<file path="config.mk">
export PLATFORM = sky130hd
export DESIGN_NAME = fetch_stage
export DESIGN_NICKNAME = d
export VERILOG_FILES = /design/src/rtl/fetch_pkg.sv /design/src/rtl/if_id_reg.sv /design/src/rtl/fetch_stage.sv
export SDC_FILE = /design/constraint.sdc
export NUM_CORES = 1
export LEC_CHECK = 0
export CAP_MARGIN = 20
export CELL_PAD_IN_SITES_DETAIL_PLACEMENT = 1
export CELL_PAD_IN_SITES_GLOBAL_PLACEMENT = 1
export CORE_AREA = 2 2 103 145
export DETAILED_ROUTE_END_ITERATION = 10
export DIE_AREA = 0 0 105 147
export GPL_TIMING_DRIVEN = 0
export HOLD_SLACK_MARGIN = 0.05
export PLACE_DENSITY_LB_ADDON = 0.1
export SYNTH_ARGS = -nofsm -noshare
export SYNTH_HDL_FRONTEND = slang
export SYNTH_HIERARCHICAL = 1
export SYNTH_SLANG_ARGS = --single-unit
export TNS_END_PERCENT = 1
</file>
<file path="constraint.sdc">
create_clock -name clk -period 2.9 [get_ports clk]
set_input_delay 0.58 -clock clk [delete_from_list [all_inputs] [get_ports clk]]
set_output_delay 0.58 -clock clk [all_outputs]
set_load 0.1 [all_outputs]
</file>
<file path="src/rtl/fetch_pkg.sv">
// Shared types and constants for the RV32I fetch and decode stages.
package fetch_pkg;
  localparam int          XLEN      = 32;
  localparam logic [31:0] NOP_INSTR = 32'h0000_0013;

  typedef enum logic {RUN, FAULT} fetch_state_t;

  typedef struct packed {
    logic [XLEN-1:0] instr;
    logic [XLEN-1:0] pc;
  } if_id_t;
endpackage

</file>
<file path="src/rtl/if_id_reg.sv">
// Single-slot valid/ready pipeline register with flush; payload width is generic.
module if_id_reg
  import fetch_pkg::*;
#(
  parameter int           W       = 64,
  parameter logic [W-1:0] RST_VAL = '0
) (
  input  logic         clk,
  input  logic         reset,
  input  logic         flush,
  input  logic         load,
  input  logic         ready,
  input  logic [W-1:0] d,
  output logic         valid,
  output logic [W-1:0] q
);
  // Caller asserts load only when the slot is empty or being consumed.
  always_ff @(posedge clk or posedge reset) begin
    if (reset) begin
      valid <= 1'b0;
      q     <= RST_VAL;
    end else if (flush) begin
      valid <= 1'b0;
    end else if (load) begin
      valid <= 1'b1;
      q     <= d;
    end else if (ready) begin
      valid <= 1'b0;
    end
  end
endmodule

</file>
<file path="src/rtl/fetch_stage.sv">
// RV32I instruction fetch: PC register, range check, fault FSM and IF/ID slot.
module fetch_stage
  import fetch_pkg::*;
#(
  parameter logic [31:0] RESET_PC   = 32'h0000_0000,
  parameter int          IMEM_WORDS = 256
) (
  input  logic        clk,
  input  logic        reset,
  output logic [31:0] imem_addr_o,
  input  logic [31:0] imem_data_i,
  input  logic        redirect_i,
  input  logic [31:0] redirect_pc_i,
  input  logic        id_ready_i,
  output logic        id_valid_o,
  output logic [31:0] id_instr_o,
  output logic [31:0] id_pc_o,
  output logic [31:0] id_pc4_o,
  output logic        fault_o
);
  localparam logic [31:0] PC_RST   = RESET_PC & ~32'h3;
  // 33-bit limit so a full 4 GiB memory does not wrap to zero.
  localparam logic [32:0] PC_LIMIT = 33'(IMEM_WORDS) << 2;
  localparam if_id_t      SLOT_RST = '{instr: NOP_INSTR, pc: 32'h0};

  fetch_state_t state;
  logic [31:0]  pc;
  logic         load_ok, in_range, slot_ld;
  if_id_t       slot_d, slot_q;

  assign load_ok  = !id_valid_o || id_ready_i;
  assign in_range = {1'b0, pc} < PC_LIMIT;
  assign slot_ld  = (state == RUN) && !redirect_i && load_ok && in_range;
  assign slot_d   = '{instr: imem_data_i, pc: pc};

  always_ff @(posedge clk or posedge reset) begin
    if (reset) begin
      state   <= RUN;
      pc      <= PC_RST;
      fault_o <= 1'b0;
    end else if (redirect_i) begin
      pc <= {redirect_pc_i[31:2], 2'b00};
      if (redirect_pc_i[1:0] != 2'b00) begin
        state   <= FAULT;
        fault_o <= 1'b1;
      end else begin
        state   <= RUN;
        fault_o <= 1'b0;
      end
    end else if (state == RUN && load_ok) begin
      if (in_range) begin
        pc <= pc + 32'd4;
      end else begin
        state   <= FAULT;
        fault_o <= 1'b1;
      end
    end
  end

  // Slot drains on ready whenever nothing new is loaded, including in FAULT.
  if_id_reg #(.W($bits(if_id_t)), .RST_VAL(SLOT_RST)) u_if_id (
    .clk   (clk),
    .reset (reset),
    .flush (redirect_i),
    .load  (slot_ld),
    .ready (id_ready_i),
    .d     (slot_d),
    .valid (id_valid_o),
    .q     (slot_q)
  );

  assign imem_addr_o = {pc[31:2], 2'b00};
  assign id_instr_o  = slot_q.instr;
  assign id_pc_o     = slot_q.pc;
  assign id_pc4_o    = slot_q.pc + 32'd4;
endmodule

</file>
# --- Word-level counts from Yosys, hierarchy flattened ---
# Index checks and enable logic that the tools add are counted.
classes:
  n_addsub: 2
  magnitude_cmp: 1
  n_eq_ne: 1
  n_mux: 10
  bitwise: 2
  reduce_logical: 14
ops:
  columns: ["operator", "n"]
  rows:
  - ["32-bit two-way mux", 3]
  - ["32-bit by 3-bit adder with 32-bit output, second input constant", 2]
  - ["32-bit by 11-bit less-than comparator with 1-bit output, second input constant", 1]
  - ["1-bit two-way mux", 7]
  - ["2-bit AND reduction", 3]
  - ["2-bit nonzero test", 3]
  - ["1-bit logical AND", 4]
  - ["3-bit nonzero test", 1]
  - ["1-bit logical NOT", 2]
  - ["2-bit inequality test, second input constant", 1]
  - ["1-bit NOT", 2]
  - ["1-bit logical OR", 1]
totals:
  register_bits: 98
  inputBits: 68
  output_inout_bits: 130

# --- Longest topological paths before layout ---
depth:
  depth_word: 6
  depth_mapped: 9

# --- By module ---
# The synthesis kept the hierarchy.
by_module_without_submodules:
  columns: ["mod", "instances", "cells_per_inst", "area_per_inst_um2", "seq_area_each_um2"]
  rows:
  - ["if_id_reg", 1, 141, 2748.9, 1630.3]
  - ["fetch_stage", 1, 194, 1961.9, 775.7]

# --- Worst setup path after synthesis ---
# OpenSTA, ideal clock, no wires.
synth_path:
  path_type: "reg-to-output"
  start: "register u_if_id.q[2]"
  end: "output port id_pc4_o[28]"
  t_arrival_ns: 3.689
  required_ns: 2.320
  setup_slack_ns: -1.369
  path_stages_with_launch: 6
  path_buffers: 0
  cell_sequence: "dfrtp_1 -> ha_1 -> and4_1 -> nor3b_1 -> nand4_1 -> xnor2_1"
synth_via:
  elab_chain_cells: 1
synth_lines:
  columns: ["item", "line_no", "text"]
  rows:
  - ["start, declared", "if_id_reg.sv:15", "output logic [W-1:0] q"]
  - ["start signal, assigned", "if_id_reg.sv:21", "q <= RST_VAL;"]
  - ["start signal, assigned", "if_id_reg.sv:26", "q <= d;"]
  - ["32-bit by 3-bit adder with 32-bit output", "fetch_stage.sv:75", "assign id_pc4_o = slot_q.pc + 32'd4;"]
  - ["end, declared", "fetch_stage.sv:18", "output logic [31:0] id_pc4_o,"]
# Every way passes these cells.

# --- Worst setup path in the final report ---
# Same ends and word-level chain as after synthesis.

==> impl_metrics.py <==
metrics = {
    "cts": {
        "h-tree-depth": 3,
        "cts_root_buf": "clkbuf_16",
        "cts_tree": "done",
        "worstSkewPairLatency_ns": 0.35,
        "cts_hold_buffers": 0,
        "numCtsBuffers": 9,
        "clk_pin_slew_ns": 0.07,
        "cts_sinks": 96,
        "cts_buffer_depth": 2,
    },
    "sta": {
        "whs_ns": 0.509,
        "fmax_mhz": 347,
        "final_max_slew_viol_count": 0,
        "min_period_over_period": 0.993,
        "worst_pin_slew_ns": 1.05,
        "rsz0062_at_grt": "yes",
        "slew_headroom": 0.300,
        "setup_viol": 0,
        "clock_skew_ns": 0.0108,
        "hold_violations": 0,
        "period_needed_ns": 2.88,
    },
    "route": {
        "route.detailed.drc": 0,
        "wl_met2_mm": 7.20,
        "first_iter_violations": 69,
        "drt-met1-wl_mm": 5.69,
        "wl_per_cell_um": 18.3,
        "ant_nets": 0,
        "drtPass1Iterations": 4,
        "via_count": 3529,
        "via_per_inst": 4.65,
        "drt_wl_total_mm": 13.9,
        "top_layer": "met4",
        "route.met3.wl_um": 787,
    },
    "layout": {
        "multi_input_area_um2": 2470,
        "mostFrequentLayoutCells": "167 x clkdlybuf4s50_1, 69 x dfrtp_1, 61 x mux2_4",
        "final_layout_size_suffix_gt1_frac": 0.409,
        "fill_cells": 1440,
        "antenna_cells": 0,
        "final_common_cell": "clkdlybuf4s50_1",
        "regArea_um2": 2440,
        "area.growth.synth_to_final_pct": 67.2,
        "fin_nets": 635,
        "layoutNonFillerInstCount": 759,
    },
    "job": {
        "max-cap-violations": 0,
    },
    "floorplanning": {
        "rows": 52,
        "die_h_um": 147,
        "core_um2": 14200,
        "ios": 198,
        "dieArea_um2": 15400,
        "initial_utilization": 0.332,
        "die_width_um": 105,
    },
    "grt": {
        "grt_max_degree": 66,
        "grt_pass1_vias": 3867,
        "antenna_found_initial": 0,
        "grt_pass1_wl_mm": 22.0,
        "overflow": 0,
        "grt.total_usage": 0.183,
    },
    "place": {
        "dp_cells": 723,
        "port_buffers": 195,
        "routabilityCongestion": 0.784,
        "hpwl_mm": 10.6,
    },
    "worst_setup_path": {
        "crit_path_end_kind": "output port",
        "cp-start-kind": "flop",
        "worstPathRequired_ns": 2.32,
        "arrival_ns": 2.30,
        "cp_max_fo": 6,
        "crit_type": "flop to output port",
        "reg2reg_depth": 9,
    },
    "synth": {
        "ys_async_sr_fraction": 1.00,
        "netlist_area_um2": 4710,
        "synth_edf_count": 0,
        "ys.flop_type": "dfrtp_1",
        "syn_area_per_cell_um2": 14.1,
        "synth_cells": 335,
        "ys_seq_elements": 96,
        "yosys_warnings": 6,
        "ys_types": 34,
        "seq_area_frac_synth": 0.511,
    },
    "pwr": {
        "ir_drop_v": 0.000260,
        "power_density_nw_per_um2": 416,
        "p_leak_nw": 3.44,
    },
    "min_path": {
        "worstHoldPathCells": 1,
        "hp-class": "flop to flop",
    },
    "run_status": {
        "outcome": "finished clean",
    },
}
state kept, by name (all words and copies together) (netlist names):
signal and count:
u_if_id/q 64, pc 30, state 1, u_if_id/valid 1
area by class of cell:
cell class | instances | share of cell area
well taps | 189 | 0.0300
plain buffers | 17 | 0.0276
multi-input cells | 219 | 0.314
repair buffers | 216 | 0.277
inverters | 6 | 0.00318
clock inverters | 7 | 0.0100
flip-flops and latches | 96 | 0.309
clock buffers | 9 | 0.0286
logic make-up after synthesis:
| group | Yosys count | synth area share |
|---|---|---|
| flops | 96 | 0.511 |
| mux | 88 | 0.259 |
| simple gates | 79 | 0.0954 |
| xor+xnor | 35 | 0.0651 |
| buf+inv | 23 | 0.0510 |
| compound gates | 11 | 0.0127 |
| fa+ha+maj | 2 | 0.00531 |
| other cells | 1 | 0.000796 |
worst max-delay path, cell delays in order, from the launching register on:
cell	delay (ns)
dfrtp_2	0.44
ha_2	0.22
and4_4	0.28
nor3b_4	0.33
nand4_1	0.27
xnor2_4	0.23
buf_12	0.19
metal layers:
metal	global-route usage	vias to the layer above
met5	0	-
met4	0.0527	0
met3	0.0466	13
met2	0.320	121
met1	0.222	1768
li1	-	1627
per-stage QoR:
stage	util	setup WS (ns)	area, um^2	total power, mW	setup TNS, ns
2_1_floorplan	-	-0.175	5110	1.85	-1.69
3_3_place_gp	0.514	-0.860	7290	2.08	-54.76
3_5_place_dp	0.516	-0.861	7320	2.09	-12.21
4_1_cts	0.542	-0.137	7680	3.33	-0.506
5_1_grt	0.555	-0.132	7880	3.41	-0.301
6_report	0.555	0.0189	7880	3.28	0
cells in the mapped netlist, drive strengths merged (2+ instances only):
master	instances	area share
nand2b	2	0.0027
dfstp	3	0.017
xor2	13	0.024
nand4	11	0.015
o21ai	7	0.0074
inv	6	0.0048
and2	5	0.0066
nor3	2	0.0021
xnor2	22	0.041
and4	7	0.013
clkbuf	3	0.0045
mux2	88	0.26
ha	2	0.0053
a21oi	2	0.0021
and3	3	0.0040
nand2	20	0.018
dfrtp	93	0.49
nor2	8	0.0064
buf	14	0.042
nor4	5	0.0080
nand3	13	0.014
where the power goes:
group / internal, mW / switching, mW / leakage (nW)
Clock: 0.678 / 0.543 / 0.144
Combinational: 0.199 / 0.421 / 2.07
Sequential: 1.38 / 0.0563 / 1.22
worst paths after layout:
kind | startpoint | to | slack, ns
setup / recovery | u_if_id/q[2] | id_pc4_o[28] | 0.02
hold / removal | u_if_id/q[46] | u_if_id/q[46] | 0.51
setup reg to reg | pc[28] | u_if_id/q[58] | 0.43
hold reg to reg | u_if_id/q[46] | u_if_id/q[46] | 0.51
max in group asynchronous | reset | u_if_id/q[9] | 1.52
min in group asynchronous | reset | pc[23] | 0.75
what timing repair did:
item	in CTS	in global routing
endpoints found under the setup margin	27	18
pin swaps	5	5
resized for setup	154	17
buffers inserted	2	18
(Power assumes the default switching activity.)
